[config.mk]
export PLATFORM = sky130hd
export DESIGN_NAME = seg7_scan_ctrl
export DESIGN_NICKNAME = d
export VERILOG_FILES = /design/src/rtl/seg7_scan_ctrl.sv
export SDC_FILE = /design/constraint.sdc
export NUM_CORES = 1
export LEC_CHECK = 0
export CAP_MARGIN = 10
export CORE_MARGIN = 2
export CORE_UTILIZATION = 32
export CTS_CLUSTER_SIZE = 24
export DETAILED_ROUTE_END_ITERATION = 8
export HOLD_SLACK_MARGIN = 0.1
export PLACE_DENSITY = 0.57
export SKIP_LAST_GASP = 1
export SYNTH_ARGS = -nofsm -noshare
export SYNTH_HDL_FRONTEND = slang
export SYNTH_SLANG_ARGS = --single-unit
[constraint.sdc]
create_clock -name clk_i -period 4.3 [get_ports clk_i]
set_input_delay 0.645 -clock clk_i [delete_from_list [all_inputs] [get_ports clk_i]]
set_output_delay 0.645 -clock clk_i [all_outputs]
set_load 0.01 [all_outputs]
[src/rtl/seg7_scan_ctrl.sv]
// Eight-digit common-anode 7-segment scan controller with blanking and
// frame-synchronous double buffering. Optional macro: SEG7_LZ_BLANK_EN.
module seg7_scan_ctrl #(
  parameter int unsigned TICKS_PER_DIGIT = 100000,
  parameter int unsigned BLANK_TICKS     = 1000
) (
  input  logic        clk_i,
  input  logic        reset_i,
  input  logic [31:0] digits_i,
  input  logic [7:0]  digit_en_i,
  input  logic        load_i,
  output logic [6:0]  seg_o,
  output logic [7:0]  an_o,
  output logic        upd_pending_o,
  output logic        frame_done_o
);

  localparam int unsigned MAXT       = (TICKS_PER_DIGIT > BLANK_TICKS) ? TICKS_PER_DIGIT : BLANK_TICKS;
  localparam int unsigned CW         = $clog2(MAXT + 1);
  localparam int unsigned SHOW_LAST  = TICKS_PER_DIGIT - 1;
  localparam int unsigned BLANK_LAST = (BLANK_TICKS > 0) ? BLANK_TICKS - 1 : 0;

  typedef enum logic {ST_BLANK, ST_SHOW} state_t;

  state_t          state_q, state_d;
  logic [2:0]      idx_q, idx_d;
  logic [CW-1:0]   tick_q, tick_d;
  logic            boundary;

  logic [31:0]     pend_data_q, pend_data_d;
  logic [7:0]      pend_en_q, pend_en_d;
  logic            upd_q, upd_d;
  logic [31:0]     shd_data_q, shd_data_d;
  logic [7:0]      shd_mask_q, shd_mask_d;
  logic [7:0]      eff_mask;

  logic            lit;
  logic [6:0]      seg_q, seg_d;
  logic [7:0]      an_q, an_d;
  logic            fd_q, fd_d;

  function automatic logic [6:0] hex7(input logic [3:0] n);
    logic [6:0] s;
    case (n)
      4'h0: s = 7'h40;  4'h1: s = 7'h79;  4'h2: s = 7'h24;  4'h3: s = 7'h30;
      4'h4: s = 7'h19;  4'h5: s = 7'h12;  4'h6: s = 7'h02;  4'h7: s = 7'h78;
      4'h8: s = 7'h00;  4'h9: s = 7'h10;  4'hA: s = 7'h08;  4'hB: s = 7'h03;
      4'hC: s = 7'h46;  4'hD: s = 7'h21;  4'hE: s = 7'h06;  default: s = 7'h0E;
    endcase
    return s;
  endfunction

`ifdef SEG7_LZ_BLANK_EN
  // Clear enabled zero digits from the top down until the first enabled nonzero; digit 0 always stays.
  function automatic logic [7:0] lz_mask(input logic [31:0] d, input logic [7:0] en);
    logic [7:0] m;
    logic       seen;
    m    = en;
    seen = 1'b0;
    for (int k = 7; k >= 1; k--) begin
      if (en[k] && !seen) begin
        if (d[4*k +: 4] == 4'h0) m[k] = 1'b0;
        else                     seen = 1'b1;
      end
    end
    return m;
  endfunction

  assign eff_mask = lz_mask(pend_data_q, pend_en_q);
`else
  assign eff_mask = pend_en_q;
`endif

  always_comb begin
    state_d  = state_q;
    idx_d    = idx_q;
    tick_d   = tick_q + CW'(1);
    boundary = 1'b0;
    if (state_q == ST_BLANK) begin
      if (tick_q == CW'(BLANK_LAST)) begin
        state_d = ST_SHOW;
        tick_d  = '0;
      end
    end else if (tick_q == CW'(SHOW_LAST)) begin
      idx_d    = idx_q + 3'd1;
      tick_d   = '0;
      state_d  = (BLANK_TICKS == 0) ? ST_SHOW : ST_BLANK;
      boundary = (idx_q == 3'd7);
    end
  end

  // A load coinciding with the boundary lands in pending after the old pending moves to shadow.
  always_comb begin
    shd_data_d  = shd_data_q;
    shd_mask_d  = shd_mask_q;
    pend_data_d = pend_data_q;
    pend_en_d   = pend_en_q;
    upd_d       = upd_q;
    if (boundary && upd_q) begin
      shd_data_d = pend_data_q;
      shd_mask_d = eff_mask;
      upd_d      = 1'b0;
    end
    if (load_i) begin
      pend_data_d = digits_i;
      pend_en_d   = digit_en_i;
      upd_d       = 1'b1;
    end
  end

  // Outputs are computed from next state so they change on the first edge of each phase.
  always_comb begin
    lit   = (state_d == ST_SHOW) && shd_mask_d[idx_d];
    an_d  = lit ? ~(8'h01 << idx_d) : 8'hFF;
    seg_d = lit ? hex7(shd_data_d[{idx_d, 2'b00} +: 4]) : 7'h7F;
    fd_d  = (state_d == ST_SHOW) && (idx_d == 3'd7) && (tick_d == CW'(SHOW_LAST));
  end

  always_ff @(posedge clk_i) begin
    if (reset_i) begin
      state_q     <= (BLANK_TICKS == 0) ? ST_SHOW : ST_BLANK;
      idx_q       <= '0;
      tick_q      <= '0;
      pend_data_q <= '0;
      pend_en_q   <= '0;
      upd_q       <= 1'b0;
      shd_data_q  <= '0;
      shd_mask_q  <= '0;
      seg_q       <= 7'h7F;
      an_q        <= 8'hFF;
      fd_q        <= 1'b0;
    end else begin
      state_q     <= state_d;
      idx_q       <= idx_d;
      tick_q      <= tick_d;
      pend_data_q <= pend_data_d;
      pend_en_q   <= pend_en_d;
      upd_q       <= upd_d;
      shd_data_q  <= shd_data_d;
      shd_mask_q  <= shd_mask_d;
      seg_q       <= seg_d;
      an_q        <= an_d;
      fd_q        <= fd_d;
    end
  end

  assign seg_o         = seg_q;
  assign an_o          = an_q;
  assign upd_pending_o = upd_q;
  assign frame_done_o  = fd_q;

endmodule

==> flow_metrics.env, run 1 <==
export IMPL_port_buffer_count=59
export IMPL_grt_max_degree=85
export IMPL_p_comb_share_pct=4.4
export IMPL_clock_fmax_ghz=0.268
export IMPL_drive_gt1_share_pct=9.62
export IMPL_vias=4092
export IMPL_clock_skew_ns=0.0141
export IMPL_wl_per_cell_um=15.2
export IMPL_yosysSeqAreaShare_pct=45.5
export IMPL_coreArea_mm2=0.0159
export IMPL_synthFlopType="dfxtp_1"
export IMPL_critical_path_class="flip-flop to flip-flop"
export IMPL_cts_reportedPaths_clkPinSlew_ns=0.05
export IMPL_synth_cells=544
export IMPL_row_count=46
export IMPL_grt_overflow=0
export IMPL_clockPowerShare_pct=49.7
export IMPL_switching_power_mw=0.545
export IMPL_dpl_cell_area_mm2=0.00597
export IMPL_insertion_delay_ns=0.42
export IMPL_final_common_cell="dfxtp_1"
export IMPL_area_delta_synth_final_pct=24.9
export IMPL_seq_power_share_pct=45.9
export IMPL_hold_start="shd_data_q[22]"
export IMPL_crit_arrival_ns=4.09
export IMPL_yosysTopAreaCell="dfxtp_1"
export IMPL_wl_um=12600
export IMPL_post_cts_setup_buffers=0
export IMPL_worstHoldPathType="flip-flop to flip-flop"
export IMPL_r2r_start="tick_q[0]"
export IMPL_track_usage_pct=15.4
export IMPL_cts_made_buffers=17
export IMPL_async_reset_ff_share_pct=0
export IMPL_grt_pass1_vias=4004
export IMPL_cts_max_level=4
export IMPL_post_dp_hpwl_um=8740
export IMPL_cts_root_buffer="clkbuf_16"
export IMPL_fp_dieH_um=131
export IMPL_ant_nets=0
export IMPL_rsz0062_at_grt="no"
export IMPL_max_slew_margin_pct=40.6
export IMPL_yosys_warnings=0
export IMPL_syn_area_mm2=0.00519
export IMPL_cts_sink_count=118
export IMPL_die_x_um=131
export IMPL_status="finished clean"
export IMPL_antenna_found_initial=0
export IMPL_r2r_cells=10
export IMPL_worst_pin_slew_ns=0.891
export IMPL_cp_start_kind="flip-flop"
export IMPL_setup_tns_ns=0
export IMPL_p_int_mw=1.93
export IMPL_cts_buffer_depth=2
export IMPL_start_util_pct=32.7
export IMPL_worst_r2r_endpoint="seg_o[3]"
export IMPL_maxCapViolations=0
export IMPL_final_cell_mix="dfxtp_1, nor2_1, mux2i_1"
export IMPL_synth_area_leaders="dfxtp_1, mux2i_1, nor2_1, nand4_1, nand2_1"
export IMPL_power_density_mw_per_mm2=382
export IMPL_post_route_min_period_ns=3.73
export IMPL_ctsResizeCount=0
export IMPL_drt_iter0_drc=307
export IMPL_vias_per_cell=4.94
export IMPL_hold_path_end="shd_data_q[22]"
export IMPL_io_pins=60
export IMPL_setup_viol_count_final=0
export IMPL_max_stage_delay_ns=0.54
export IMPL_cp_required_ns=4.66
export IMPL_fin_crit_sh_pct=86.8
export IMPL_synth_edff_count=0
export IMPL_nets=653
export IMPL_crit_fanout=19
export IMPL_grt_pass1_wl_um=21200
export IMPL_ctsHoldBuffers=0
export IMPL_antenna_cells=0
export IMPL_dr_pass1_iters=5
export IMPL_dieArea_mm2=0.0173
export IMPL_cp_cell_sequence="ha_1, and3b_1, and3_1, nand3_2, mux2_1, a2111oi_0, a21o_1, ha_1, mux4_2, nand2_1"
export IMPL_synth_top_area_share_pct=45.5
export IMPL_synth_seq_cells=118
export IMPL_tritoncts="yes"
export IMPL_synthesis_nets=596
export IMPL_swShare_pct=22.0
export IMPL_syn_avg_cell_area_um2=9.55
export IMPL_slowest_stage="mux2_1"
export IMPL_ir_drop_uv=344
export IMPL_reg2reg_slack_ns=0.57
export IMPL_cp_end_kind="flip-flop"
export IMPL_crit_path_frequent_cell="ha_1"
export IMPL_routabilityCongestion=0.896
export IMPL_leakagePower_nw=2.66
export IMPL_holdPathStages=2
export IMPL_drv_slew=0
export IMPL_drc=0
export IMPL_hold_viol=0
export IMPL_final_area_mm2=0.00649
export IMPL_ys_types=56
state kept, by name, indices dropped and copies added (netlist names), 3 cells and up:
signal       cells
idx_q            3
pend_data_q     32
shd_data_q      32
eff_mask         8
tick_q          17
seg_o            7
shd_mask_q       8
an_o             8
cell families after synthesis:
family	after synthesis	synth area share, %
simple gates	208	19.5
buf+inv	38	3.30
xor+xnor	17	2.87
fa+ha+maj	9	2.17
mux	73	14.8
flops	118	45.5
compound gates	81	11.9
how the worst max path moves through the flow:
stage | start | to | slack, ns
global placement | tick_q[0] | seg_o[3] | 0.65
floorplan | tick_q[0] | seg_o[3] | 0.99
detailed placement | tick_q[0] | seg_o[3] | 0.63
global route | tick_q[0] | seg_o[3] | 0.30
finish | tick_q[0] | seg_o[3] | 0.57
CTS | tick_q[0] | seg_o[3] | 0.57
cell type report:
type                       count  area (µm²)
tap                          216         270
sequential                   118        2360
fill                        1606        9400
clock buffer                  21         460
timing repair buffer          68         648
multi-input combinational    388        2660
clock inverter                10        57.6
inverter                       8        30.0
power groups by stage:
| stage | sequential [mW] | combinational (mW) | clock, mW |
|---|---|---|---|
| 6_report | 1.14 | 0.108 | 1.23 |
| 5_1_grt | 1.14 | 0.119 | 1.32 |
| 4_1_cts | 1.14 | 0.110 | 1.26 |
| 3_5_place_dp | 1.16 | 0.110 | 0 |
| 3_3_place_gp | 1.16 | 0.108 | 0 |
| 2_1_floorplan | 1.15 | 0.0581 | 0 |
worst max-delay path, delay by kind of cell, from the launching register on:
kind | cells | cell delay (ns)
simple gates | 4 | 1.01
mux | 2 | 0.99
compound gates | 2 | 0.69
fa+ha+maj | 2 | 0.57
flops | 1 | 0.39
stage by stage:
stage / utilization [%] / std cells / total power [mW] / setup slack, ns / hold slack [ns]
after detailed placement: 37.6 / 798 / 1.27 / 0.627 / 0.472
after global routing: 40.8 / 829 / 2.58 / 0.304 / 0.497
after floorplan: - / 544 / 1.21 / 0.988 / 0.441
after CTS: 40.8 / 829 / 2.51 / 0.568 / 0.480
after global placement: 37.6 / 798 / 1.27 / 0.649 / 0.460
final: 40.8 / 829 / 2.48 / 0.568 / 0.479
Yosys cell counts (10+ instances only):
| cell type | n |
|---|---|
| a21oi_1 | 19 |
| a22oi_1 | 13 |
| clkbuf_1 | 17 |
| dfxtp_1 | 118 |
| mux2i_1 | 63 |
| nand2_1 | 31 |
| nand4_1 | 19 |
| nor2_1 | 95 |
| nor2b_1 | 10 |
| o31ai_1 | 14 |
routing by layer:
| metal | track usage, % | vias to the layer above | share of wire [%] |
|---|---|---|---|
| li1 | - | 2061 | - |
| met1 | 20.2 | 1917 | 48 |
| met2 | 23.9 | 94 | 46 |
| met3 | 4.32 | 20 | 4.2 |
| met4 | 6.34 | 0 | 2.0 |
| met5 | 0 | - | 0 |
(Power assumes the default switching activity.)
==> inputs of run 2 (changes only) <==
--- a/config.mk
+++ b/config.mk
@@ -7,12 +7,11 @@
 export LEC_CHECK = 0
 export CAP_MARGIN = 10
 export CORE_MARGIN = 2
-export CORE_UTILIZATION = 32
+export CORE_UTILIZATION = 56
 export CTS_CLUSTER_SIZE = 24
 export DETAILED_ROUTE_END_ITERATION = 8
 export HOLD_SLACK_MARGIN = 0.1
-export PLACE_DENSITY = 0.57
-export SKIP_LAST_GASP = 1
+export PLACE_DENSITY = 0.87
 export SYNTH_ARGS = -nofsm -noshare
 export SYNTH_HDL_FRONTEND = slang
 export SYNTH_SLANG_ARGS = --single-unit
==> run 2 against run 1 <==
Net effect:
- setup slack got worse by 0.18 ns
- routed wire length fell by 1.9%
- global-route usage up 10 points
- non-clock buffer count is the same
- clock skew shrank 0.0051 ns
- combinational power is essentially flat
- die area down 42%
- critical path depth increased by 3
- design area is 0.66% lower
- cell count shrank 13%
- register-to-register slack lost 0.18 ns
- largest cell class unchanged
==> flow_metrics.env, run 2 (same netlist as run 1, synthesis figures left out) <==
export IMPL_wl_um=12400
export IMPL_dr_pass1_iters=5
export IMPL_grt_pass1_vias=4141
export IMPL_drt_iter0_drc=348
export IMPL_drv_slew=0
export IMPL_final_core_util_pct=70.8
export IMPL_worst_pin_slew_ns=1.22
export IMPL_clock_skew_ns=0.00894
export IMPL_pre_cts_ws_ns=0.450
export IMPL_vias_per_cell=5.92
export IMPL_drive_gt1_share_pct=9.80
export IMPL_setup_viol_count_final=0
export IMPL_fp_dieH_um=100
export IMPL_worst_slack_ns=0.384
export IMPL_cts_made_buffers=17
export IMPL_port_buffer_count=59
export IMPL_cp_start_kind="flip-flop"
export IMPL_antenna_found_initial=0
export IMPL_power_density_mw_per_mm2=419
export IMPL_track_usage_pct=25.7
export IMPL_post_dp_hpwl_um=8180
export IMPL_clock_fmax_ghz=0.255
export IMPL_cts_reportedPaths_clkPinSlew_ns=0.06
export IMPL_status="finished clean"
export IMPL_grt_pass1_wl_um=20100
export IMPL_post_route_min_period_ns=3.92
export IMPL_cp_end_kind="flip-flop"
export IMPL_start_util_pct=57.0
export IMPL_nets=653
export IMPL_tritoncts="yes"
export IMPL_max_slew_margin_pct=18.6
export IMPL_maxCapViolations=0
export IMPL_vias=4277
export IMPL_cp_required_ns=4.78
export IMPL_crit_fanout=16
export IMPL_leakagePower_nw=2.69
export IMPL_ir_drop_uv=226
export IMPL_critical_path_class="flip-flop to flip-flop"
export IMPL_grt_overflow=0
export IMPL_drc=0
export IMPL_ant_nets=0
export IMPL_worstHoldPathType="primary input to flip-flop"
export IMPL_cts_buffer_depth=2
export IMPL_insertion_delay_ns=0.53
export IMPL_wl_per_cell_um=17.1
export IMPL_dieArea_mm2=0.0101
export IMPL_setup_tns_ns=0
export IMPL_coreArea_mm2=0.00911
export IMPL_cts_root_buffer="clkbuf_8"
export IMPL_io_pins=60
export IMPL_cts_max_level=4
export IMPL_cts_sink_count=118
export IMPL_fin_crit_sh_pct=91.1
export IMPL_reg_largest_list="pend_data_q x32, shd_data_q x32, tick_q x17"
export IMPL_final_cell_mix="dfxtp_1, nor2_1, mux2i_1"
export IMPL_final_common_cell="dfxtp_1"
export IMPL_ctsResizeCount=0
export IMPL_grt_max_degree=85
export IMPL_rsz0062_at_grt="no"
export IMPL_die_x_um=100
export IMPL_post_cts_setup_buffers=0
export IMPL_row_count=35
export IMPL_hold_viol=0
export IMPL_ctsHoldBuffers=0
export IMPL_crit_arrival_ns=4.39
export IMPL_area_delta_synth_final_pct=24.1
export IMPL_routabilityCongestion=0.880
export IMPL_antenna_cells=0
## run 2: cell types whose count changed in the layout (fill, tap and decap cells not counted), sizes merged
cell and change:
bufinv +4, clkbuf -3, clkinv -3, inv +1
## run 2: layout make-up
class / count / area, µm²
multi-input cells: 388 / 2660
inverters: 8 / 30.0
well taps: 111 / 139
flip-flops and latches: 118 / 2360
fillers: 663 / 2660
clock buffers: 18 / 428
clock inverters: 12 / 179
repair buffers: 68 / 648
## run 2: through the flow
step	cells	hold slack, ns	total power, mW	area, µm²
after global routing	723	0.485	2.77	6440
after floorplan	544	0.441	1.21	5190
final	723	0.468	2.70	6440
after CTS	723	0.468	2.71	6440
after detailed placement	693	0.472	1.27	5840
after global placement	693	0.456	1.26	5840
## run 2: report_power, final
part | internal [mW] | switching [mW]
Clock | 0.950 | 0.507
Combinational | 0.0613 | 0.0456
Sequential | 1.12 | 0.0190
## run 2: per-layer routing
layer  global-route usage, %  up-vias  wire length (µm)
met5                       0        -                 0
met4                    11.4        0               327
met3                    6.48       31               692
met2                    41.4      144              5940
met1                    32.5     2047              5440
li1                        -     2055                 -
## run 2: final timing paths
path / start / end / slack [ns] / depth (start not counted)
max: tick_q[0] / seg_o[3] / 0.38 / 13
min: reset_i / state_q / 0.47 / 3
max reg2reg: tick_q[0] / seg_o[3] / 0.38 / 13
min reg2reg: shd_data_q[7] / shd_data_q[7] / 0.48 / 2
## run 2: worst max-delay path: stages, from the launching register on
cell       delay [ns]
dfxtp_1          0.41
ha_1             0.30
and3b_1          0.21
and3_1           0.20
nand3_2          0.44
buf_4            0.40
mux2i_1          0.22
o22ai_1          0.10
a2111oi_0        0.41
o21bai_2         0.28
ha_1             0.27
inv_1            0.07
mux4_2           0.45
nand2_1          0.08
